[config.mk]
export PLATFORM = sky130hd
export DESIGN_NAME = dram_arbiter
export DESIGN_NICKNAME = d
export VERILOG_FILES = /design/src/rtl/dram_arbiter_pkg.sv /design/src/rtl/dram_arbiter_rr_pick2.sv /design/src/rtl/dram_arbiter.sv
export SDC_FILE = /design/constraint.sdc
export NUM_CORES = 1
export LEC_CHECK = 0
export ABC_AREA = 1
export BUFFER_PORTS_ARGS = -buffer_cell sky130_fd_sc_hd__buf_2
export CORE_ASPECT_RATIO = 1.2
export CORE_MARGIN = 2
export CORE_UTILIZATION = 48
export DETAILED_ROUTE_END_ITERATION = 8
export MAX_ROUTING_LAYER = met4
export PLACE_DENSITY_LB_ADDON = 0.15
export SLEW_MARGIN = 20
export SYNTH_ARGS = -nofsm -noshare
export SYNTH_HDL_FRONTEND = slang
export SYNTH_SLANG_ARGS = --single-unit
[constraint.sdc]
create_clock -name clk -period 1.5 [get_ports clk]
set_input_delay 0 -clock clk [delete_from_list [all_inputs] [get_ports clk]]
set_output_delay 0 -clock clk [all_outputs]
set_load 0.02 [all_outputs]
[src/rtl/dram_arbiter_pkg.sv]
// Shared types for the DRAM port arbiter:
// FSM state encoding and requester port indices.
package dram_arbiter_pkg;

  typedef enum logic [1:0] {
    ARB_IDLE  = 2'd0,
    ARB_ISSUE = 2'd1,
    ARB_WAIT  = 2'd2
  } arb_state_e;

  localparam logic ARB_P0 = 1'b0;
  localparam logic ARB_P1 = 1'b1;

endpackage

[src/rtl/dram_arbiter_rr_pick2.sv]
// Two-way round-robin picker with optional
// hard priority for port 0.
module dram_arbiter_rr_pick2
  import dram_arbiter_pkg::*;
(
  input  logic oe0,
  input  logic oe1,
  input  logic prio0,
  input  logic rr_ptr,
  output logic gnt,
  output logic any
);

  // winner select: prio, lone requester, then pointer
  always_comb begin
    any = oe0 | oe1;
    gnt = ARB_P0;
    if (prio0 && oe0)
      gnt = ARB_P0;
    else if (oe0 && !oe1)
      gnt = ARB_P0;
    else if (oe1 && !oe0)
      gnt = ARB_P1;
    else if (oe0 && oe1)
      gnt = rr_ptr;
  end

endmodule

[src/rtl/dram_arbiter.sv]
// Shares one DRAM controller port between the loader
// and the CPU data side; one access in flight.
module dram_arbiter
  import dram_arbiter_pkg::*;
#(
  parameter int AW      = 32,
  parameter int DW      = 32,
  parameter int TIMEOUT = 1024
) (
  input  logic            clk,
  input  logic            rst,
  input  logic            prio0,
  input  logic            m0_oe,
  input  logic [DW/8-1:0] m0_we,
  input  logic [AW-1:0]   m0_addr,
  input  logic [DW-1:0]   m0_wdata,
  output logic [DW-1:0]   m0_rdata,
  output logic            m0_valid,
  input  logic            m1_oe,
  input  logic [DW/8-1:0] m1_we,
  input  logic [AW-1:0]   m1_addr,
  input  logic [DW-1:0]   m1_wdata,
  output logic [DW-1:0]   m1_rdata,
  output logic            m1_valid,
  output logic            dram_oe,
  output logic [DW/8-1:0] dram_we,
  output logic [AW-1:0]   dram_addr,
  output logic [DW-1:0]   dram_wdata,
  input  logic            dram_ready,
  input  logic [DW-1:0]   dram_rdata,
  input  logic            dram_valid,
  output logic            timeout_err
);

  localparam int CW =
    (TIMEOUT > 0) ? $clog2(TIMEOUT + 1) : 1;
  localparam logic [CW-1:0] CMAX = CW'(TIMEOUT);
  localparam bit WD_ON = (TIMEOUT > 0);

  arb_state_e    state_q, state_d;
  logic          gnt, any;
  logic          gnt_q, rr_q, err_q;
  logic [CW-1:0] cnt_q;
  logic [DW-1:0] r0_q, r1_q, rdata_d;
  logic          load, go, fin, abort, done;

  dram_arbiter_rr_pick2 u_pick (
    .oe0    (m0_oe),
    .oe1    (m1_oe),
    .prio0  (prio0),
    .rr_ptr (rr_q),
    .gnt    (gnt),
    .any    (any)
  );

  // state register
  always_ff @(posedge clk) begin
    if (rst) state_q <= ARB_IDLE;
    else     state_q <= state_d;
  end

  // next state, command strobe and completion
  always_comb begin
    state_d = state_q;
    load    = 1'b0;
    go      = 1'b0;
    fin     = 1'b0;
    abort   = 1'b0;
    dram_oe = 1'b0;
    case (state_q)
      ARB_IDLE: begin
        if (any) begin
          load    = 1'b1;
          state_d = ARB_ISSUE;
        end
      end
      ARB_ISSUE: begin
        dram_oe = 1'b1;
        if (dram_ready) begin
          go      = 1'b1;
          state_d = ARB_WAIT;
        end
      end
      ARB_WAIT: begin
        if (dram_valid)
          fin = 1'b1;
        else if (WD_ON && cnt_q >= CMAX)
          abort = 1'b1;
        if (fin || abort)
          state_d = ARB_IDLE;
      end
      default: state_d = ARB_IDLE;
    endcase
    done     = fin | abort;
    rdata_d  = fin ? dram_rdata : '0;
    m0_valid = done && (gnt_q == ARB_P0);
    m1_valid = done && (gnt_q == ARB_P1);
    m0_rdata = m0_valid ? rdata_d : r0_q;
    m1_rdata = m1_valid ? rdata_d : r1_q;
  end

  // latch the winning command at arbitration
  always_ff @(posedge clk) begin
    if (rst) begin
      gnt_q      <= ARB_P0;
      dram_we    <= '0;
      dram_addr  <= '0;
      dram_wdata <= '0;
    end else if (load) begin
      gnt_q      <= gnt;
      dram_we    <= gnt ? m1_we    : m0_we;
      dram_addr  <= gnt ? m1_addr  : m0_addr;
      dram_wdata <= gnt ? m1_wdata : m0_wdata;
    end
  end

  // watchdog: counts from the accepted strobe
  always_ff @(posedge clk) begin
    if (rst) begin
      cnt_q <= '0;
      err_q <= 1'b0;
    end else begin
      if (go)
        cnt_q <= CW'(1);
      else if (state_q == ARB_WAIT && cnt_q < CMAX)
        cnt_q <= cnt_q + CW'(1);
      if (abort)
        err_q <= 1'b1;
    end
  end

  // hold read data per port, advance rr pointer
  always_ff @(posedge clk) begin
    if (rst) begin
      rr_q <= ARB_P0;
      r0_q <= '0;
      r1_q <= '0;
    end else if (done) begin
      rr_q <= ~gnt_q;
      if (gnt_q == ARB_P0) r0_q <= rdata_d;
      else                 r1_q <= rdata_d;
    end
  end

  assign timeout_err = err_q;

endmodule

* Word-level counts from Yosys, hierarchy flattened
Cells that the tools add are included.
** Operators by class
- Multiplexer cells :: 28
- Eq/ne operators :: 5
- $lt $le $gt $ge :: 2
- Add/sub/neg operators :: 1
- Bitwise gates (word level) :: 3
- Reduce and logical (&&, ||, !) cells :: 16
** Operator list (count)
- $mux W32 :: 5
- $mux W1 :: 18
- $add A11 B1 Y11 const B :: 1
- $ge A11 B11 Y1 const B :: 1
- $lt A11 B11 Y1 const B :: 1
- $logic_and A1 B1 Y1 :: 7
- $mux W2 :: 3
- $ne A2 B2 Y1 const B :: 3
- $pmux W2 S3 :: 1
- $mux W4 :: 1
- $reduce_and A2 Y1 :: 2
- $reduce_and A3 Y1 :: 1
- $eq A2 B1 Y1 const B :: 1
- $eq A2 B2 Y1 const B :: 1
- $logic_not A1 Y1 :: 2
- $logic_not A2 Y1 :: 1
- $or A1 B1 Y1 :: 2
- $reduce_bool A2 Y1 :: 1
- $reduce_or A2 Y1 :: 1
- $logic_or A1 B1 Y1 :: 1
- $not A1 Y1 :: 1
** Word-level totals
- Input bits :: 175
- Output and inout port bits :: 136
- Logic and storage cells :: 66
- Register bits :: 148

* Longest topological paths before layout
- Word-level depth :: 8
- Depth in mapped cells :: 9
- Mapped depth without buffers :: 7

* By module
Synthesis repeated with hierarchy kept, for this count alone.
** Second synthesis, totals
- Cell total of the unflattened synthesis :: 972
- Area total of the unflattened synthesis :: 6601.3 µm²
** By module, submodules not included
- dram_arbiter :: times used 1, area an instance 6578.8 µm², sequential area each 2962.8 µm², cells an instance 967
- dram_arbiter_rr_pick2 :: times used 1, area an instance 22.5 µm², sequential area each 0.0 µm², cells an instance 5

* Worst setup path before layout
OpenSTA, ideal clock, no wires.
- Path type :: flip-flop to flip-flop
- From :: register state_q[1]
- To :: register r1_q[0]
- Clock period less this slack :: 1.555 ns
- Data arrival time :: 1.423 ns
- Library setup time :: 0.132 ns
- Data required time :: 1.368 ns
- Buffers on the path :: 1
- Cell stages (with the launch flop) :: 9
- Setup slack :: -0.055 ns
- Path through :: dfxtp_1 inv_2 nor2_2 o21ai_1 nor2_1 inv_1 buf_2 nand2_1 a21oi_1
** On the way
- Word-level cells in the longest chain between the ends :: 4
- Elaborated cells on any way between the ends :: 6
- Classes of those cells :: eq/ne (1); mux (3); bitwise (1); reduce/logical (1)
** Ends and longest elaborated chain
- start: declaration :: line dram_arbiter.sv:40 : arb_state_e state_q, state_d;
- start signal: assignment :: line dram_arbiter.sv:59 : else state_q <= state_d;
- $eq A2 B2 Y1 * :: line dram_arbiter.sv:70 : case (state_q)
- $mux W1 :: line dram_arbiter.sv:70
- $or A1 B1 Y1 :: line dram_arbiter.sv:94 : done = fin | abort;
- $reduce_and A2 Y1 (no line)
- end signal: assignment :: line dram_arbiter.sv:141 : else r1_q <= rdata_d;
- end: declaration :: line dram_arbiter.sv:44 : logic [DW-1:0] r0_q, r1_q, rdata_d;
Every way passes the cells marked *; elsewhere a longest branch is shown, timed or not.
A chain may end at the register's enable or synchronous reset.

* Worst setup path in the final report
- From :: register state_q[1]
- To :: output port m1_rdata[6]
** On the way
- Word-level cells in the longest chain between the ends :: 5
- Elaborated cells on any way between the ends :: 7
- Classes of those cells :: eq/ne (1); mux (4); bitwise (1); reduce/logical (1)
** Ends and longest elaborated chain
- $eq A2 B2 Y1 * :: line dram_arbiter.sv:70
- $mux W1 :: line dram_arbiter.sv:70
- $or A1 B1 Y1 :: line dram_arbiter.sv:94
- $logic_and A1 B1 Y1 :: line dram_arbiter.sv:97 : m1_valid = done && (gnt_q == ARB_P1);
- $mux W32 * :: line dram_arbiter.sv:99 : m1_rdata = m1_valid ? rdata_d : r1_q;
- end: declaration :: line dram_arbiter.sv:23 : output logic [DW-1:0] m1_rdata,
Marked as above.

==> flow_metrics.env <==
export IMPL_status="finished with violations"
export IMPL_violations="negative setup slack"
export IMPL_drive_gt1_share_pct=27.4
export IMPL_drv_cap=0
export IMPL_core_um2=14300
export IMPL_synthCells=1047
export IMPL_crit_family="buffers and inverters"
export IMPL_cts_buffers=17
export IMPL_setup_viol=64
export IMPL_powerDensity_nw_per_um2=972
export IMPL_stdcell_area_um2=11200
export IMPL_syn_nets=1223
export IMPL_die_w_um=114
export IMPL_synth_most_common_cell="nand2_1"
export IMPL_cts_buffer_depth=2
export IMPL_fin_worst_skew_ns=0.0111
export IMPL_initial_core_util_pct=48.6
export IMPL_synth_ff_latch_count=148
export IMPL_tritoncts="yes"
export IMPL_fin_ws_ns=-0.202
export IMPL_hold_path_class="in -> reg"
export IMPL_dp_hpwl_um=15300
export IMPL_path_buf_inv=4
export IMPL_boundaryPins=311
export IMPL_rows=48
export IMPL_via_per_inst=5.22
export IMPL_hold_ws_ns=0.0122
export IMPL_vdd_drop_max_mv=0.603
export IMPL_cp_end_kind="output pin"
export IMPL_synthesis_area_um2=6950
export IMPL_route_detailed_drc=0
export IMPL_dr_pass1_iters=6
export IMPL_cts_max_level=4
export IMPL_grt_pass1_vias=8670
export IMPL_synthTopCellsByCount="360 x nand2_1, 148 x dfxtp_1, 143 x a21oi_1"
export IMPL_setup_tns_final_ns=-9.99
export IMPL_antenna_left=0
export IMPL_track_usage_pct=35.1
export IMPL_areaGrowthSynthToFinish_pct=61.7
export IMPL_crit_fanout=32
export IMPL_syn_area_per_cell_um2=6.64
export IMPL_yosys_area_top_type="dfxtp_1"
export IMPL_drt_wl_total_um=26900
export IMPL_synth_top_area_share_pct=42.6
export IMPL_cpMostUsedCell="nand2_1"
export IMPL_worstPathCellList="inv_2 > nor2_4 > o21ai_2 > nor2_2 > inv_1 > buf_12 > nand2_1 > nand2_1 > buf_2"
export IMPL_tightest_slew_ns=0.360
export IMPL_post_place_ws_ns=-0.00369
export IMPL_cp_start_kind="flop"
export IMPL_placed_cells=1490
export IMPL_grt_pass1_wl_um=42100
export IMPL_gp_congestion=0.917
export IMPL_slew_viol_final=0
export IMPL_gr_total_overflow=0
export IMPL_synth_distinct_cells=21
export IMPL_ys_warn_count=0
export IMPL_fin_crit_sh_pct=113
export IMPL_cts_sinks=148
export IMPL_synthArstFlopShare_pct=0
export IMPL_synth_area_leaders="dfxtp_1 43%, nand2_1 19%, a21oi_1 10%"
export IMPL_max_clock_freq_mhz=588
export IMPL_hold_viol=0
export IMPL_postPlaceCellArea_um2=8780
export IMPL_critPathSlowestCell="dfxtp_2"
export IMPL_critPathArrivalTime_ns=1.70
export IMPL_rsz0062_at_grt="yes"
export IMPL_timing_worst_setup_path_type="reg -> out"
export IMPL_die_h_um=136
export IMPL_io_buffers=310
export IMPL_clk_latency_ns=0.42
export IMPL_slew_headroom_pct=76.0
export IMPL_clk_pin_slew_ns=0.06
export IMPL_grt_max_degree=70
export IMPL_leakage_nw=5.82
export IMPL_slowest_delay_ns=0.34
export IMPL_fin_crit_ns=1.70
export IMPL_synthFlopType="dfxtp_1"
export IMPL_fin_nets=1676
export IMPL_synth_edff_count=0
export IMPL_final_cells=1692
export IMPL_yosysSeqAreaShare_pct=42.6
export IMPL_cp_required_ns=1.50
export IMPL_die_area_um2=15500
export IMPL_antenna_found_initial=3
export IMPL_cts_root_buf="clkbuf_16"
export IMPL_drt_iter0_drc=730
export IMPL_num_vias=8833
export IMPL_routedWlPerCell_um=15.9
-- final cells by class --
| class | instances | area, µm² |
|---|---|---|
| antenna | 4 | 10.0 |
| clock buffer | 20 | 457 |
| clock inverter | 12 | 154 |
| fill | 959 | 3050 |
| inverter | 125 | 483 |
| multi-input combinational | 707 | 3360 |
| sequential | 148 | 2970 |
| tap | 175 | 219 |
| timing repair buffer | 500 | 3580 |
| timing repair inverter | 1 | 8.76 |
-- path summary, 6_finish.rpt --
kind	startpoint	to	slack [ns]	cells past startpoint
worst max-delay path	state_q[1]	m1_rdata[6]	-0.20	9
worst min-delay path	m1_wdata[27]	dram_wdata[27]	0.01	4
worst max register to register	state_q[1]	dram_addr[12]	0.09	7
worst min register to register	dram_wdata[10]	dram_wdata[10]	0.46	2
-- metal layers --
metal | up-vias | GRT usage (%) | routed length (µm)
li1 | 4205 | - | -
met1 | 3929 | 38.9 | 10000
met2 | 571 | 58.5 | 12900
met3 | 128 | 7.31 | 2400
met4 | 0 | 20.5 | 1510
met5 | - | - | 0
-- registers in the layout, indices dropped and copies added (netlist names), 2 cells and up --
name / cells
dram_we: 4
dram_wdata: 32
cnt_q: 11
r1_q: 32
dram_addr: 32
r0_q: 32
state_q: 2
-- cell families (layout without fill, tap and decap cells) --
| logic type | count (synthesis) | in the layout | synth area share [%] |
|---|---|---|---|
| buffers and inverters | 192 | 658 | 10.8 |
| flip-flops | 148 | 148 | 42.6 |
| AO/OA/AOI/OAI | 150 | 150 | 10.9 |
| XOR/XNOR | 1 | 1 | 0.126 |
| adder cells (fa/ha/maj) | 1 | 1 | 0.180 |
| other | 0 | 4 | 0 |
| AND/OR/NAND/NOR | 555 | 555 | 35.4 |
-- metrics by stage --
stage          util, %  power, W
2_1_floorplan        -   0.00539
3_3_place_gp      61.4   0.00612
3_5_place_dp      61.4   0.00613
4_1_cts           78.0    0.0108
5_1_grt           78.6    0.0113
6_report          78.6    0.0109
-- timing repair --
action / CTS / global route
hold buffers: 164 / 0
cloned: 1 / 0
pin swaps: 2 / 0
endpoints found under the setup margin: 65 / 67
resized for setup: 37 / 31
setup buffers: 1 / 0
hold endpoints to repair: 138 / 0
-- worst reg2reg max path: cells and delay by family (launching register included) --
| kind | cells | cell delay [ns] |
|---|---|---|
| buffers and inverters | 4 | 0.54 |
| AO/OA/AOI/OAI | 1 | 0.09 |
| flip-flops | 1 | 0.33 |
| AND/OR/NAND/NOR | 2 | 0.35 |
-- layout by cell type, fill, tap and decap left out, types with 4 or more instances in the layout --
cell and n:
nor2_2 26, o21ai_0 4, nand2_2 8, buf_12 11, a21oi_1 142, nor2_4 4, diode_2 4, nand2_1 352
dfxtp_1 146, inv_1 122, buf_4 36, nand3b_1 70, clkbuf_16 17, nand3_1 74, buf_2 288, nor2_1 16
dlygate4sd3_1 164
-- power breakdown --
part | leakage (nW) | total [W] | internal, W | switching [W]
clock network | 0.292 | 0.00439 | 0.00271 | 0.00168
registers | 1.21 | 0.00426 | 0.00414 | 0.000114
logic | 4.32 | 0.00228 | 0.000989 | 0.00129
No activity file was read; power rests on OpenSTA's default activity.
